`config.mk`:
```
export PLATFORM = sky130hd
export DESIGN_NAME = a2bus_stream_fifo_flat
export DESIGN_NICKNAME = d
export VERILOG_FILES = /design/src/rtl/a2bus_stream_fifo_if.sv /design/src/rtl/a2bus_stream_fifo.sv /design/src/flat_wrapper.sv
export SDC_FILE = /design/constraint.sdc
export NUM_CORES = 1
export LEC_CHECK = 0
export ABC_AREA = 1
export CORE_ASPECT_RATIO = 1.1
export CORE_UTILIZATION = 50
export CTS_BUF_LIST = sky130_fd_sc_hd__clkbuf_16
export DETAILED_ROUTE_END_ITERATION = 16
export GPL_TIMING_DRIVEN = 0
export HOLD_SLACK_MARGIN = 0.1
export PLACE_DENSITY = 0.68
export SYNTH_ARGS = -nofsm -noshare
export SYNTH_HDL_FRONTEND = slang
export SYNTH_SLANG_ARGS = --single-unit
export TNS_END_PERCENT = 30
```
`constraint.sdc`:
```
create_clock -name a2bus_clk_logic -period 4.3 [get_ports a2bus_clk_logic]
set_input_delay 0.43 -clock a2bus_clk_logic [delete_from_list [all_inputs] [get_ports a2bus_clk_logic]]
set_output_delay 0.43 -clock a2bus_clk_logic [all_outputs]
set_load 0.01 [all_outputs]
```
`src/rtl/a2bus_stream_fifo_if.sv`:
```
// Apple II bus slave view shared by the capture front end and its bench.
// The single logic clock and the active-low bus reset travel on the interface.
interface a2bus_if;
    logic        clk_logic;
    logic        system_reset_n;
    logic [15:0] addr;
    logic [7:0]  data;
    logic        rw_n;
    logic        m2sel_n;
    logic        m2b0;
    logic        sw_gs;
    logic        data_in_strobe;

    modport slave (
        input clk_logic,
        input system_reset_n,
        input addr,
        input data,
        input rw_n,
        input m2sel_n,
        input m2b0,
        input sw_gs,
        input data_in_strobe
    );
endinterface

```
`src/rtl/a2bus_stream_fifo.sv`:
```
// a2bus_stream_fifo: filters Apple II bus cycles through programmable address
// windows and buffers the resulting packets in a show-ahead FIFO.
// FIFO overflow is reported in-band with a marker packet that carries the
// number of captures lost since the previous marker.
// Optional feature macro: A2BUS_STREAM_TIMESTAMP_EN widens packets to 48 bits
// with a saturating cycles-since-previous-push delta in [47:32].
module a2bus_stream_fifo #(
    parameter bit ENABLE      = 1'b1,
    parameter int FIFO_DEPTH  = 16,
    parameter int NUM_WINDOWS = 4,
`ifdef A2BUS_STREAM_TIMESTAMP_EN
    localparam int PKT_W      = 48,
`else
    localparam int PKT_W      = 32,
`endif
    localparam int PTR_W      = $clog2(FIFO_DEPTH),
    localparam int IDX_W      = $clog2(NUM_WINDOWS)
) (
    a2bus_if.slave             a2bus,
    input  logic               capture_enable,
    input  logic               capture_all,
    input  logic               cfg_we,
    input  logic [IDX_W-1:0]   cfg_idx,
    input  logic [15:0]        cfg_lo,
    input  logic [15:0]        cfg_hi,
    input  logic [1:0]         cfg_rw_sel,
    output logic               pkt_valid,
    input  logic               pkt_ready,
    output logic [PKT_W-1:0]   pkt_data,
    output logic [PTR_W:0]     fifo_level,
    output logic [15:0]        drop_count,
    output logic               overflow_led,
    output logic               activity_led
);

    localparam logic [PTR_W:0] DEPTH_L = FIFO_DEPTH[PTR_W:0];

    logic clk;
    logic rst_n;
    assign clk   = a2bus.clk_logic;
    assign rst_n = a2bus.system_reset_n;

    logic [15:0] win_lo_q [NUM_WINDOWS];
    logic [15:0] win_lo_d [NUM_WINDOWS];
    logic [15:0] win_hi_q [NUM_WINDOWS];
    logic [15:0] win_hi_d [NUM_WINDOWS];
    logic [1:0]  win_rw_q [NUM_WINDOWS];
    logic [1:0]  win_rw_d [NUM_WINDOWS];

    logic [PKT_W-1:0] mem_q [FIFO_DEPTH];
    logic [PTR_W-1:0] wr_ptr_q, wr_ptr_d;
    logic [PTR_W-1:0] rd_ptr_q, rd_ptr_d;
    logic [PTR_W:0]   level_q, level_d;
    logic [15:0]      drop_q, drop_d;
    logic [7:0]       pend_q, pend_d;
    logic             ovf_q, ovf_d;
    logic             act_q, act_d;
    logic             start_q, start_d;

    logic             hit;
    logic [IDX_W-1:0] hit_idx;
    logic             qualified;
    logic             capture;
    logic             full;
    logic             pop;
    logic             push;
    logic             marker;
    logic             drop;
    logic [PKT_W-1:0] push_pkt;

`ifdef A2BUS_STREAM_TIMESTAMP_EN
    logic [15:0] delta_q, delta_d, delta_inc;

    // Saturating cycle count since the last push.
    always_comb begin
        delta_inc = (delta_q == 16'hFFFF) ? delta_q : delta_q + 16'd1;
        delta_d   = push ? 16'd0 : delta_inc;
    end

    // Delta counter register.
    always_ff @(posedge clk or negedge rst_n) begin
        if (!rst_n) delta_q <= 16'd0;
        else        delta_q <= delta_d;
    end
`endif

    // Window programming; a write becomes visible in the following cycle.
    always_comb begin
        win_lo_d = win_lo_q;
        win_hi_d = win_hi_q;
        win_rw_d = win_rw_q;
        if (cfg_we) begin
            win_lo_d[cfg_idx] = cfg_lo;
            win_hi_d[cfg_idx] = cfg_hi;
            win_rw_d[cfg_idx] = cfg_rw_sel;
        end
    end

    // Window compare; scanning downwards leaves the lowest matching index.
    always_comb begin
        hit     = 1'b0;
        hit_idx = '0;
        for (int k = NUM_WINDOWS - 1; k >= 0; k--) begin
            if ((win_lo_q[k] <= a2bus.addr) && (a2bus.addr <= win_hi_q[k]) &&
                ((a2bus.rw_n && win_rw_q[k][0]) || (!a2bus.rw_n && win_rw_q[k][1]))) begin
                hit     = 1'b1;
                hit_idx = IDX_W'(k);
            end
        end
    end

    // Push arbitration: startup packet, then pending overflow marker, then capture.
    // A capture that loses arbitration or finds the FIFO full is counted as dropped.
    always_comb begin
        qualified = ENABLE && capture_enable && a2bus.data_in_strobe && !a2bus.m2sel_n;
        capture   = qualified && (capture_all || hit);
        full      = (level_q == DEPTH_L);
        pop       = pkt_valid && pkt_ready;
        push      = 1'b0;
        marker    = 1'b0;
        drop      = 1'b0;
        push_pkt  = '0;
        if (start_q) begin
            push         = 1'b1;
            push_pkt[0]  = 1'b1;
            drop         = capture;
        end else if (ovf_q && !full) begin
            push            = 1'b1;
            marker          = 1'b1;
            push_pkt[31:0]  = {16'hFFFF, pend_q, 8'h02};
            drop            = capture;
        end else if (capture) begin
            if (full) begin
                drop = 1'b1;
            end else begin
                push           = 1'b1;
                push_pkt[31:0] = {a2bus.addr, a2bus.data, a2bus.rw_n, a2bus.m2sel_n,
                                  a2bus.m2b0, a2bus.sw_gs,
                                  (capture_all ? 2'b00 : 2'(hit_idx)), 2'b00};
            end
        end
`ifdef A2BUS_STREAM_TIMESTAMP_EN
        push_pkt[47:32] = start_q ? 16'd0 : delta_inc;
`endif
    end

    // Pointer, occupancy and overflow bookkeeping.
    always_comb begin
        wr_ptr_d = push ? wr_ptr_q + 1'b1 : wr_ptr_q;
        rd_ptr_d = pop  ? rd_ptr_q + 1'b1 : rd_ptr_q;
        level_d  = level_q;
        if (push && !pop)      level_d = level_q + 1'b1;
        else if (!push && pop) level_d = level_q - 1'b1;
        drop_d   = drop_q;
        pend_d   = marker ? 8'd0 : pend_q;
        ovf_d    = marker ? 1'b0 : ovf_q;
        if (drop) begin
            drop_d = (drop_q == 16'hFFFF) ? drop_q : drop_q + 16'd1;
            pend_d = (pend_d == 8'hFF) ? pend_d : pend_d + 8'd1;
            ovf_d  = 1'b1;
        end
        act_d    = push;
        start_d  = 1'b0;
    end

    // Control state registers.
    always_ff @(posedge clk or negedge rst_n) begin
        if (!rst_n) begin
            wr_ptr_q <= '0;
            rd_ptr_q <= '0;
            level_q  <= '0;
            drop_q   <= 16'd0;
            pend_q   <= 8'd0;
            ovf_q    <= 1'b0;
            act_q    <= 1'b0;
            start_q  <= 1'b1;
            for (int k = 0; k < NUM_WINDOWS; k++) begin
                win_lo_q[k] <= 16'd0;
                win_hi_q[k] <= 16'd0;
                win_rw_q[k] <= 2'b00;
            end
        end else begin
            wr_ptr_q <= wr_ptr_d;
            rd_ptr_q <= rd_ptr_d;
            level_q  <= level_d;
            drop_q   <= drop_d;
            pend_q   <= pend_d;
            ovf_q    <= ovf_d;
            act_q    <= act_d;
            start_q  <= start_d;
            win_lo_q <= win_lo_d;
            win_hi_q <= win_hi_d;
            win_rw_q <= win_rw_d;
        end
    end

    // Packet storage; contents are meaningless until covered by the level.
    always_ff @(posedge clk) begin
        if (push) mem_q[wr_ptr_q] <= push_pkt;
    end

    assign pkt_valid    = (level_q != '0);
    assign pkt_data     = pkt_valid ? mem_q[rd_ptr_q] : '0;
    assign fifo_level   = level_q;
    assign drop_count   = drop_q;
    assign overflow_led = ovf_q;
    assign activity_led = act_q;

endmodule

```
`src/flat_wrapper.sv`:
```
// flat-port wrapper written by rule: the top's interface ports become plain ports
module a2bus_stream_fifo_flat 
#(
    parameter bit ENABLE      = 1'b1,
    parameter int FIFO_DEPTH  = 16,
    parameter int NUM_WINDOWS = 4,

    localparam int PKT_W      = 32,

    localparam int PTR_W      = $clog2(FIFO_DEPTH),
    localparam int IDX_W      = $clog2(NUM_WINDOWS)
)
  (capture_enable, capture_all, cfg_we, cfg_idx, cfg_lo, cfg_hi, cfg_rw_sel, pkt_valid, pkt_ready, pkt_data, fifo_level, drop_count, overflow_led, activity_led, a2bus_clk_logic, a2bus_system_reset_n, a2bus_addr, a2bus_data, a2bus_rw_n, a2bus_m2sel_n, a2bus_m2b0, a2bus_sw_gs, a2bus_data_in_strobe);
  a2bus_if a2bus_i ();
  input  logic capture_enable;
  input  logic capture_all;
  input  logic cfg_we;
  input  logic [IDX_W-1:0] cfg_idx;
  input  logic [15:0] cfg_lo;
  input  logic [15:0] cfg_hi;
  input  logic [1:0] cfg_rw_sel;
  output logic pkt_valid;
  input  logic pkt_ready;
  output logic [PKT_W-1:0] pkt_data;
  output logic [PTR_W:0] fifo_level;
  output logic [15:0] drop_count;
  output logic overflow_led;
  output logic activity_led;
  input wire logic [$bits(a2bus_i.clk_logic)-1:0] a2bus_clk_logic;
  input wire logic [$bits(a2bus_i.system_reset_n)-1:0] a2bus_system_reset_n;
  input wire logic [$bits(a2bus_i.addr)-1:0] a2bus_addr;
  input wire logic [$bits(a2bus_i.data)-1:0] a2bus_data;
  input wire logic [$bits(a2bus_i.rw_n)-1:0] a2bus_rw_n;
  input wire logic [$bits(a2bus_i.m2sel_n)-1:0] a2bus_m2sel_n;
  input wire logic [$bits(a2bus_i.m2b0)-1:0] a2bus_m2b0;
  input wire logic [$bits(a2bus_i.sw_gs)-1:0] a2bus_sw_gs;
  input wire logic [$bits(a2bus_i.data_in_strobe)-1:0] a2bus_data_in_strobe;
  assign a2bus_i.clk_logic = a2bus_clk_logic;
  assign a2bus_i.system_reset_n = a2bus_system_reset_n;
  assign a2bus_i.addr = a2bus_addr;
  assign a2bus_i.data = a2bus_data;
  assign a2bus_i.rw_n = a2bus_rw_n;
  assign a2bus_i.m2sel_n = a2bus_m2sel_n;
  assign a2bus_i.m2b0 = a2bus_m2b0;
  assign a2bus_i.sw_gs = a2bus_sw_gs;
  assign a2bus_i.data_in_strobe = a2bus_data_in_strobe;
  a2bus_stream_fifo #(.ENABLE(ENABLE), .FIFO_DEPTH(FIFO_DEPTH), .NUM_WINDOWS(NUM_WINDOWS)) u_core (.a2bus(a2bus_i), .capture_enable(capture_enable), .capture_all(capture_all), .cfg_we(cfg_we), .cfg_idx(cfg_idx), .cfg_lo(cfg_lo), .cfg_hi(cfg_hi), .cfg_rw_sel(cfg_rw_sel), .pkt_valid(pkt_valid), .pkt_ready(pkt_ready), .pkt_data(pkt_data), .fifo_level(fifo_level), .drop_count(drop_count), .overflow_led(overflow_led), .activity_led(activity_led));
endmodule
```
==> summary.md, run 1 <==
| Metric | Value |
|---|---|
| Outcome | finished clean |
| Post-synthesis sequential area ratio | 63.5% |
| I/O pin total | 127 |
| Antenna fix cells | 0 |
| Fraction of layout cells with a size suffix above 1 | approximately 7% |
| Drt total wl | 90,500 um |
| Ys Warns | 0 |
| Die ar. | between 60,000 and 70,000 um^2 |
| Hold Fails Final Rpt | 0 |
| Dominant cell type by area after synthesis | edfxtp_1 |
| Synth Cell Area | between 30,000 and 40,000 um^2 |
| Total Power | 0.0236 W |
| Initial Utilization | 50.8% |
| Fmax | ~0.23 GHz |
| Commonest cells in the netlist | 512 x edfxtp_1, 433 x o21ai_0, 418 x nand2_1 |
| Net switching power | 0.00878 W |
| Total track usage | between 20% and 30% |
| Crit-path max FO | 10 |
| Via count | 23,300 |
| DRT antenna net count | 0 |
| Post-synth top area share | 49.4% |
| Number of buffers on the longest clock path | 3 |
| TritonCTS buffer count | 73 |
| Final worst-path cycle share | 99.9% |
| Leakage power | 14.3 nW |
| Site Rows | 95 |
| PwrDens | about 650 nW/um^2 |
| Initial antenna violation count | 0 |
| Fin nets | 3,306 |
| Peak VDD IR | 372 uV |
| Clock Power Share | 27.0% |
| Synth cell types | 48 |
| Setup Fix Bufs, Post-CTS | 0 |
| Crit path required time | 3.87 ns |
| Total grt overflow | 0 |
| Max Cap Viol | 0 |
| Hold crit path type | input port to async pin |
| Detailed Route Iter0 Violations | between 2,000 and 2,500 |
| Final Wtd Congestion | 0.893 |
| Fillers | 5,159 |
| Internal | 0.0148 W |
| Count leader, synth | edfxtp_1 |
| Finished Core Util | 59.2% |
| Fin. max-slew vios | 0 |
| Hold_ws | approximately 0.41 ns |
| Number of flops mapped to enable cells by yosys | around 510 |
| Worst Setup End Kind | output port |
| Avg Inst Size Synth | 10.9 um^2 |
| Crit Path Class | flip-flop to output port |
| Rel. slew slack | 2.68% |
| RSZ-0062 raised after global routing | yes |
| CTS tree | built |
| First-pass GRT wire length | 134,000 um |
| Clock Latency Late Sink | 0.62 ns |
| Asr flop ratio synth | 25.6% |
| PortBufs | between 100 and 150 |
| Ys flop type | edfxtp_1 |
| Worst-margin pin slew | approximately 1.5 ns |
| DR WL/cell | approximately 23 um |
| Register area | 19,800 um^2 |
| Worst-path clk slew | 0.06 ns |
| Crit path DAT | 3.87 ns |
| Final min period | 4.30 ns |
| Post-Synthesis Cells | 2,852 |
| Post-Route Skew | between 0.02 and 0.025 ns |
| Seq pwr share | 37.1% |
| Vias per cell | 5.86 |
| Largest net degree at the start of global routing | 96 |
| Core Area | 61,300 um^2 |
| Die height | 264 um |
| Sw frac | 37.2% |
| DRC | 0 |
| Synth area leaders | edfxtp_1 49%, dfrtp_1 14%, o21ai_0 7.0%, ha_1 5.6%, nand2_1 5.0% |
| CTS sink count | 688 |
| Die X | 240 um |
| Vias in the first global route | 23,200 |
| DP HPWL | 61,600 um |
| H-tree depth | 3 |
| Multi-input gate area | about 10,000 um^2 |
| Number of synthesized register bits | just under 700 |
| DRT Pass-1 Iters | 7 |
| Gate power share | 36.0% |
| R2R Setup Slk | 0.32 ns |
| Root Buffer | clkbuf_16 |
| CP startpoint kind | flip-flop |
| Final setup viols | 0 |
| Area added between synthesis and finish | 16.6% |
state kept, by name, indices dropped and copies added (netlist names):
signal / flops
u_core.win_hi_q: 64
u_core.fifo_level: 5
u_core.overflow_led: 1
u_core.mem_q: 512
u_core.rd_ptr_q: 4
u_core.win_rw_q: 8
u_core.win_lo_q: 64
u_core.activity_led: 1
u_core.start_q: 1
u_core.pend_q: 8
u_core.drop_count: 16
u_core.wr_ptr_q: 4
layer usage:
metal | vias to the layer above | global-route usage [%] | wire length [um]
met5 | - | 0 | 0
met4 | 0 | 13.4 | 4030
met2 | 1060 | 49.2 | 45200
li1 | 10600 | - | -
met1 | 11400 | 34.5 | 34100
met3 | 236 | 4.58 | 7220
worst paths after layout:
check / start / end / depth (start not counted)
setup / recovery: u_core.rd_ptr_q[1]$_DFFE_PN0P_ / pkt_data[31] / 8
hold / removal: a2bus_system_reset_n / u_core.drop_count[13]$_DFFE_PN0P_ / 2
setup reg to reg: u_core.win_hi_q[31]$_DFFE_PN0P_ / u_core.mem_q[4][23]$_DFFE_PP_ / 15
hold reg to reg: u_core.win_hi_q[45]$_DFFE_PN0P_ / u_core.win_hi_q[45]$_DFFE_PN0P_ / 2
max in group asynchronous: a2bus_system_reset_n / u_core.fifo_level[4]$_DFFE_PN0P_ / 3
min in group a2bus_clk_logic: cfg_lo[15] / u_core.win_lo_q[15]$_DFFE_PN0P_ / 3
layout by cell type, fill, tap and decap left out, types with 92 or more instances in the layout:
cell / n
inv_1: 210
dfrtp_1: 175
a21oi_1: 92
nand3_1: 92
edfxtp_1: 512
clkbuf_1: 114
o21ai_0: 418
nand2_1: 418
clkdlybuf4s50_1: 116
ha_1: 139
nor2_1: 345
critical path, stage by stage (launching register included):
cell and delay, ns:
dfrtp_1 0.43, inv_1 0.12, clkbuf_1 0.61, clkbuf_1 0.49
o21ai_0 0.17, o221ai_1 0.19, nand3_1 0.19, a21oi_1 0.43
clkdlybuf4s50_1 0.62
cell families after synthesis:
family,synth area share (%)
AOI/OAI and AO/OA,12.3
xor gates and xnor gates,0.619
adders and majority gates,5.65
buffers and inverters,4.59
DFF,63.5
muxes,0.145
other,0.0120
and+or+nand+nor,13.2
per-stage QoR:
stage	setup slack (ns)	area (um^2)	TNS, ns	std cells
after global routing	-0.123	36300	-0.523	3972
after detailed placement	-0.620	33900	-191.01	3840
after CTS	0.0156	36300	0	3969
after global placement	-4.62	33500	-1585.68	3818
final	0.00449	36300	0	3972
after floorplan	0.693	31200	0	2868
final cells by class:
class                   instances  share of cell area (%)
plain buffers                 151                    1.75
clock buffers                  76                    5.24
clock inverters                52                    1.38
inverters                     210                    2.19
multi-input cells            1822                    27.7
flip-flops and latches        688                    54.5
well taps                     824                    2.84
repair buffers                149                    4.41
power groups by stage:
stage | combinational [W] | clock [W] | sequential, W
2_1_floorplan | 0.00461 | 0 | 0.00879
3_3_place_gp | 0.00791 | 0 | 0.00889
3_5_place_dp | 0.00828 | 0 | 0.00888
4_1_cts | 0.00832 | 0.00641 | 0.00875
5_1_grt | 0.00915 | 0.00666 | 0.00883
6_report | 0.00849 | 0.00637 | 0.00876
timing repair:
| item | CTS | global route |
|---|---|---|
| endpoints found under the setup margin | 0 | 298 |
| hold endpoints to repair | 94 | 0 |
| hold buffers | 1 | 0 |
| gates resized for setup | 0 | 12 |
(Power assumes the default switching activity.)
==> inputs of run 2 (changes only) <==
--- a/config.mk
+++ b/config.mk
@@ -10,9 +10,10 @@
 export CORE_UTILIZATION = 50
 export CTS_BUF_LIST = sky130_fd_sc_hd__clkbuf_16
 export DETAILED_ROUTE_END_ITERATION = 16
+export DONT_BUFFER_PORTS = 1
 export GPL_TIMING_DRIVEN = 0
 export HOLD_SLACK_MARGIN = 0.1
-export PLACE_DENSITY = 0.68
+export PLACE_DENSITY = 0.65
 export SYNTH_ARGS = -nofsm -noshare
 export SYNTH_HDL_FRONTEND = slang
 export SYNTH_SLANG_ARGS = --single-unit
==> summary.md, run 2 (synthesis gave the netlist of run 1 again) <==
| Metric | Value |
|---|---|
| DP HPWL | 61,300 um |
| Root Buffer | clkbuf_16 |
| Total grt overflow | 0 |
| Fraction of layout cells with a size suffix above 1 | 6.80% |
| Final Wtd Congestion | 0.887 |
| Fmax | 0.253 GHz |
| Die X | around 240 um |
| Fin nets | 3,209 |
| Final setup viols | 0 |
| DR WL/cell | 23.3 um |
| Crit-path max FO | 32 |
| Reg-to-Reg Start | u_core.win_hi_q[31]$_DFFE_PN0P_ |
| Number of buffers on the longest clock path | 3 |
| Die height | ~260 um |
| Vias in the first global route | 22,900 |
| Peak VDD IR | 391 uV |
| Leakage power | 13.8 nW |
| Site Rows | 95 |
| H-tree depth | 3 |
| Crit path DAT | 4.17 ns |
| Top reg by flops | u_core.mem_q |
| CP max stage delay | 1.02 ns |
| Drt total wl | 90,500 um |
| Crit Path Class | flip-flop to flip-flop |
| First-pass GRT wire length | 136,000 um |
| Fin. max-slew vios | 0 |
| Crit-path cells | inv_1, ha_1, nand4_1, nor3_2, nand4_1, nand2_1, nand3_1, nand2_2, inv_2, nand2_4, nand3_4, nand2_4, inv_6, buf_12, nor2_4 |
| Hold Fails Final Rpt | 176 |
| Final min period | 3.95 ns |
| DRT Pass-1 Iters | 5 |
| Reg2reg end | u_core.mem_q[3][12]$_DFFE_PP_ |
| Via count | roughly 23,000 |
| Vias per cell | 5.88 |
| Initial Utilization | about half |
| Commonest non-fill, non-tap cells in the layout | 512 x edfxtp_1, 418 x nand2_1, 418 x o21ai_0 |
| Antenna fix cells | 0 |
| Largest net degree at the start of global routing | 177 |
| Multi-input gate area | 10,000 um^2 |
| Die ar. | 63,300 um^2 |
| Total track usage | 28.8% |
| Max reg flops | 512 |
| Setup Fix Bufs, Post-CTS | 0 |
| Worst-margin pin slew | 1.39 ns |
| Fillers | 5,126 |
| DRT antenna net count | 0 |
| R2R Setup Slk | 0.35 ns |
| Worst Setup End Kind | flip-flop |
| Crit path required time | around 4.5 ns |
| Post-CTS sizing | 0 |
| Max Cap Viol | 0 |
| Register area | just under 20,000 um^2 |
| CTS tree | built |
| Hold_ws | -0.472 ns |
| Worst-path clk slew | about 0.060 ns |
| Clock Latency Late Sink | 0.62 ns |
| Commonest non-fill, non-tap cell in the layout | edfxtp_1 |
| RSZ-0062 raised after global routing | no |
| Non-filler cells, final | slightly below 4,000 |
| TritonCTS buffer count | 73 |
| Hold crit path type | input port to async pin |
| Final worst-path cycle share | 91.9% |
| Rel. slew slack | 7.40% |
| CTS Hold Bufs | 34 |
| Biggest regs | u_core.mem_q x512, u_core.win_hi_q x64, u_core.win_lo_q x64 |
| DRC | 0 |
| Area added between synthesis and finish | 13.0% |
| Post-Route Skew | 0.0215 ns |
| Initial antenna violation count | 2 |
| Failing checks | negative hold slack |
| PortBufs | 0 |
| I/O pin total | around 130 |
| Reg2reg path depth | 15 |
| Outcome | finished, violations left |
| Detailed Route Iter0 Violations | 2,346 |
| CTS sink count | 688 |
| Inst Count DP | 3,713 |
| CP startpoint kind | flip-flop |
| Finished Core Util | 57.4% |
| Max stage delay cell, worst path | nor2_4 |
| Core Area | 61,300 um^2 |
| PwrDens | 639 nW/um^2 |
[run 2: cell count changes in the layout (fill, tap and decap cells not counted), sizes merged, moves of 3 or more]
cell / change
clkdlybuf4s50: -116
dlygate4sd3: +33
clkinv: +9
dlymetal6s2s: -9
bufinv: -6
nor2: -3
[run 2: per-stage QoR]
step	power, W	setup TNS (ns)	cell area, um^2	setup slack (ns)	hold slack [ns]
floorplan	0.0134	0	31200	0.693	0.134
global placement	0.0160	-250.60	32200	-1.43	0.144
detailed placement	0.0164	0	32600	0.250	0.144
CTS	0.0225	0	35200	0.308	-0.512
global route	0.0235	0	35200	0.173	-0.486
finish	0.0225	0	35200	0.349	-0.472
[run 2: worst max-delay path: cells and delay by family (launching register included)]
family	cells	cell delay [ns]
DFF	1	0.35
and+or+nand+nor	10	2.42
buffers and inverters	4	0.38
adders and majority gates	1	0.32
[run 2: worst max path at each step]
stage                                       end  slack [ns]                        startpoint  depth (start not counted)
5_1_grt        u_core.fifo_level[4]$_DFFE_PN0P_        0.17  u_core.fifo_level[1]$_DFFE_PN0P_                         14
3_5_place_dp       u_core.mem_q[3][8]$_DFFE_PP_        0.25                    a2bus_addr[15]                         16
4_1_cts            u_core.mem_q[7][4]$_DFFE_PP_        0.31   u_core.win_hi_q[31]$_DFFE_PN0P_                         15
3_3_place_gp       u_core.mem_q[0][8]$_DFFE_PP_       -1.43                    a2bus_addr[15]                         15
6_report          u_core.mem_q[3][12]$_DFFE_PP_        0.35   u_core.win_hi_q[31]$_DFFE_PN0P_                         15
2_1_floorplan      u_core.mem_q[0][0]$_DFFE_PP_        0.69                     a2bus_addr[7]                         16
[run 2: metal layers]
layer | share of wire, % | vias to the layer above | wire [um] | GRT usage (%)
met5 | 0.014 | - | 13 | 0
met4 | 4.2 | 2 | 3810 | 12.4
met3 | 8.6 | 219 | 7770 | 5.94
met2 | 50 | 1035 | 45300 | 50.0
met1 | 37 | 11200 | 33500 | 34.5
li1 | - | 10400 | - | -
[run 2: report_power, final]
group | switching, W | internal (W)
registers | 0.000415 | 0.00837
logic | 0.00563 | 0.00202
clock network | 0.00260 | 0.00347
[run 2: cell type report]
type                            count  area share [%]
Clock inverter                     57            1.01
Sequential cell                   688            56.2
Clock buffer                       77            5.47
Timing Repair Buffer               55            1.80
Inverter                          210            2.26
Multi-Input combinational cell   1819            28.5
Tap cell                          824            2.93
Buffer                            151            1.81
